==> config.mk <==
export PLATFORM = sky130hd
export DESIGN_NAME = pipeline_ctrl
export DESIGN_NICKNAME = d
export VERILOG_FILES = /design/src/rtl/pipeline_ctrl.sv
export SDC_FILE = /design/constraint.sdc
export NUM_CORES = 1
export LEC_CHECK = 0
export ABC_AREA = 1
export CORE_MARGIN = 4
export CORE_UTILIZATION = 27
export CTS_BUF_LIST = sky130_fd_sc_hd__clkbuf_8 sky130_fd_sc_hd__clkbuf_16
export DETAILED_ROUTE_END_ITERATION = 12
export MAX_ROUTING_LAYER = met4
export PLACE_DENSITY = 0.84
export SLEW_MARGIN = 40
export SYNTH_ARGS = -nofsm -noshare
export SYNTH_HDL_FRONTEND = slang
export SYNTH_SLANG_ARGS = --single-unit
==> constraint.sdc <==
create_clock -name CLK -period 1.79 [get_ports CLK]
set_input_delay 0.537 -clock CLK [delete_from_list [all_inputs] [get_ports CLK]]
set_output_delay 0.537 -clock CLK [all_outputs]
set_load 0.01 [all_outputs]
==> src/rtl/pipeline_ctrl.sv <==
// pipeline_ctrl: pipeline hazard controller driving per-latch enable/flush and
// the PC enable. Registered state adds a multi-bubble load-use stall counter,
// data-memory wait freezing and a sticky halt state.
//
// Optional feature: define PIPELINE_CTRL_PERF_EN to build the saturating
// stall-cycle and mispredict-flush performance counters. Without it the
// perf outputs are tied to zero and no counter flops exist.
//
// Handshake-free block: every output except halted and the perf counters is a
// pure combinational decode of the current state and this cycle's inputs.
module pipeline_ctrl #(
    parameter int NSTAGES     = 4,
    parameter int FLUSH_DEPTH = 3,
    parameter int REGW        = 5,
    parameter int LU_BUBBLES  = 1,
    parameter int CNT_W       = 32
) (
    input  logic               CLK,
    input  logic               nRST,
    input  logic [REGW-1:0]    id_rs,
    input  logic [REGW-1:0]    id_rt,
    input  logic [REGW-1:0]    ex_rd,
    input  logic               ex_regwen,
    input  logic               ex_dren,
    input  logic               mispredict,
    input  logic               ihit,
    input  logic               dmem_req,
    input  logic               dhit,
    input  logic               halt,
    output logic [NSTAGES-1:0] stage_en,
    output logic [NSTAGES-1:0] stage_flush,
    output logic               pcen,
    output logic               halted,
    output logic [CNT_W-1:0]   perf_stall,
    output logic [CNT_W-1:0]   perf_flush
);

    typedef enum logic [1:0] {
        RUN      = 2'd0,
        LU_STALL = 2'd1,
        HALTED   = 2'd2
    } state_e;

    // Latch masks: all latches, the mispredict flush window, IF/ID, ID/EX.
    localparam logic [NSTAGES-1:0] ALL_ONES    = '1;
    localparam logic [NSTAGES-1:0] MISP_MASK   = ALL_ONES >> (NSTAGES - FLUSH_DEPTH);
    localparam logic [NSTAGES-1:0] IFID_MASK   = NSTAGES'(1);
    localparam logic [NSTAGES-1:0] IDEX_MASK   = NSTAGES'(2);
    // Bubbles still owed after the first one inserted from RUN.
    localparam logic [2:0]         LU_RELOAD   = 3'(LU_BUBBLES - 1);

    state_e     state_q, state_d;
    logic [2:0] lu_cnt_q, lu_cnt_d;
    logic       lu_hazard;

    // Load in EX feeding a source register of the instruction in ID; r0 never stalls.
    assign lu_hazard = ex_dren && ex_regwen && (ex_rd != '0) &&
                       ((ex_rd == id_rs) || (ex_rd == id_rt));

    // State and bubble-counter registers.
    always_ff @(posedge CLK or negedge nRST) begin
        if (!nRST) begin
            state_q  <= RUN;
            lu_cnt_q <= 3'd0;
        end else begin
            state_q  <= state_d;
            lu_cnt_q <= lu_cnt_d;
        end
    end

    // Priority decode: halt, data wait, mispredict, load-use, instruction wait.
    always_comb begin
        state_d     = state_q;
        lu_cnt_d    = lu_cnt_q;
        stage_en    = ALL_ONES;
        stage_flush = '0;
        pcen        = 1'b1;

        if ((state_q == HALTED) || halt) begin
            // Drain: keep clocking latches but fill them with bubbles forever.
            pcen        = 1'b0;
            stage_flush = ALL_ONES;
            state_d     = HALTED;
        end else if (dmem_req && !dhit) begin
            // Whole pipe freezes; state and bubble count hold.
            stage_en = '0;
            pcen     = 1'b0;
        end else if (mispredict) begin
            // Redirect fetch and squash the wrong-path latches; abort any stall.
            stage_flush = MISP_MASK;
            state_d     = RUN;
            lu_cnt_d    = 3'd0;
        end else if ((state_q == LU_STALL) || lu_hazard) begin
            // Hold IF/ID and the PC, inject a bubble into ID/EX.
            stage_en    = ALL_ONES & ~IFID_MASK;
            stage_flush = IDEX_MASK;
            pcen        = 1'b0;
            if (state_q == LU_STALL) begin
                lu_cnt_d = lu_cnt_q - 3'd1;
                if (lu_cnt_q == 3'd1) begin
                    state_d = RUN;
                end
            end else if (LU_BUBBLES > 1) begin
                state_d  = LU_STALL;
                lu_cnt_d = LU_RELOAD;
            end
        end else if (!ihit) begin
            // Fetch not back yet: hold PC, bubble IF/ID, let the rest advance.
            stage_flush = IFID_MASK;
            pcen        = 1'b0;
        end
    end

    assign halted = (state_q == HALTED);

`ifdef PIPELINE_CTRL_PERF_EN
    logic             misp_active;
    logic [CNT_W-1:0] perf_stall_q;
    logic [CNT_W-1:0] perf_flush_q;

    assign misp_active = mispredict && (state_q != HALTED) && !halt &&
                         !(dmem_req && !dhit);

    // Saturating counters of stalled (non-halted) cycles and mispredict flushes.
    always_ff @(posedge CLK or negedge nRST) begin
        if (!nRST) begin
            perf_stall_q <= '0;
            perf_flush_q <= '0;
        end else begin
            if (!pcen && (state_q != HALTED) && (perf_stall_q != '1)) begin
                perf_stall_q <= perf_stall_q + CNT_W'(1);
            end
            if (misp_active && (perf_flush_q != '1)) begin
                perf_flush_q <= perf_flush_q + CNT_W'(1);
            end
        end
    end

    assign perf_stall = perf_stall_q;
    assign perf_flush = perf_flush_q;
`else
    assign perf_stall = '0;
    assign perf_flush = '0;
`endif

endmodule

==> results.yml <==
floorplanning:
  fp.dieW_um: 63.3
  initial_core_util_pct: 29.0
  core_area_um2: 2850
  placementRows: 19
  die_area_um2: 4010
  pin_count: 98
  die_y_um: 63.3
cts:
  clock_latency_ns: 0
  clkTransAtPathRegs_ns: 0
  cts_hold_buf: 0
logic_synthesis:
  synth_top_cell_area_share_pct: 59.9
  ys_warn_count: 0
  syn_area_per_cell_um2: 5.95
  ys_types: 12
  ys_seq_area_share_pct: 3.03
  syn_inst: 139
  synth-seq-cells: 1
  syn_area_um2: 827
  synth_area_leader_cell: "buf_4"
  ys_top_cells_by_area: "buf_4, nand2_1, inv_1"
cells_and_area:
  design_area_um2: 1060
  antenna_cells: 0
  layout_commonest_cell: "conb_1"
  reg.largest.list: "state_q: 1 flops"
  regMostFlops: "state_q"
  fillCellCount: 325
  nets: 209
  drive_gt1_share_pct: 37.2
  largest_reg_flops: 1
  final_cell_mix: "conb_1, nand2_1, buf_4, inv_1, buf_2"
  area_delta_synth_final_pct: 28.3
global_route:
  grtUsageTotal_pct: 7.46
  grt_pass1_wl_um: 2550
  grt_overflow_total: 0
  antenna_found_initial: 0
  grt_pass1_vias: 578
  grt_start_max_net_pins: 6
critical_path:
  cp.required_ns: 1.25
  crit_fanout: 2
  r2r-end: "state_q[1]"
  cp-start-kind: "input pin"
  reg2reg_from: "state_q[1]"
  r2r_slack_ns: 0.57
  end_kind: "output port"
  reg2regPathDepth: 8
  critical_path_class: "input pin to output port"
  worstPathArrival_ns: 1.43
  startpoint: "ihit"
placement:
  gp_congestion: 0.716
  port_buffers: 33
  placed_cell_area_um2: 995
  pre_cts_ws_ns: -1.09
  dp_hpwl_um: 1530
timing:
  max_freq_ghz: 0.509
  fin_crit_ns: 1.96
  rsz0062_at_grt: "true"
  setup_viol: 5
  skew_ns: 0
  tns_ns: -0.531
  hold_violations: 0
  hold-worst-slack_ns: 0.686
  period_share_pct: 110
  finalWorstSetupSlack_ns: -0.175
  slew_viol_final: 0
detailed_routing:
  dr_total_vias: 719
  postRouteAntennaNets: 0
  vias_per_cell: 3.36
  wl_per_cell_um: 8.22
  drc: 0
  drt_iter0_drc: 26
  firstDrtPassIters: 3
  routed_wl_um: 1760
status:
  status: "complete, but fails checks"
  violations: "setup timing"
power_and_ir_drop:
  power_per_cell_area_nw_per_um2: 186
  peakVddDrop_v: 0.000111
  p_leak_uw: 0.000672
  finalPower_uw: 197
worst_hold_path:
  min_path_type: "input pin to asynchronous set/reset pin"
job:
  maxCapViolations: 0
## area by class of cell
class                   instances  area (um^2)  share of cell area (%)
multi-input cells             115          547                    51.5
flip-flops and latches          1         25.0                    2.36
well taps                      31         38.8                    3.66
inverters                      20         77.6                    7.31
repair buffers                 47          373                    35.1
## through the flow
stage	std cells	util, %
after floorplan	202	-
after global placement	207	34.9
after detailed placement	207	34.9
after CTS	214	35.1
after global routing	214	37.2
final	214	37.2
## how the worst max path moves through the flow
stage               slack, ns  depth (start not counted)              to
floorplan                0.01                          6     stage_en[0]
global placement        -1.10                          9  stage_flush[0]
detailed placement      -1.09                          9  stage_flush[0]
CTS                     -0.21                          9  stage_flush[0]
global route            -0.28                         11  stage_flush[0]
finish                  -0.17                          4  stage_flush[0]
## cells by family after synthesis
family / synth area share (%)
buffers and inverters: 69.0
AND/OR/NAND/NOR: 23.3
AO/OA/AOI/OAI: 2.12
XOR/XNOR: 2.12
flip-flops: 3.03
other: 0.453
## synth_stat cells
cell	number
nor2_1	12
conb_1	1
inv_1	20
nand2_1	26
nand3_1	5
dfrtp_1	1
xnor2_1	2
nor3_1	1
a21oi_2	2
nand2_2	2
buf_4	66
nor3b_1	1
## worst max-delay path, stage by stage
cell             delay [ns]
clkdlybuf4s50_1        0.48
nor3b_1                0.23
a21oi_2                0.04
buf_2                  0.14
## where the power goes
part	total (uW)	switching [uW]	internal (uW)
sequential	23.0	0.0000000000000488	23.0
combinational	174	111	63.2
clock	0	0	0
## per-layer routing
layer  GRT usage (%)  vias to the layer above  part of all wire (%)
met4               0                        0                     0
met1            8.93                      304                    32
met2            14.1                       50                    55
met5               -                        -                     0
li1                -                      365                     -
met3           0.888                        0                    13
## timing repair
item,in CTS,in global routing
setup endpoints to repair,9,9
gates cloned,0,0
buffers inserted,7,0
pin swaps,30,25
resized for setup,117,28
No activity file was read; power rests on OpenSTA's default activity.
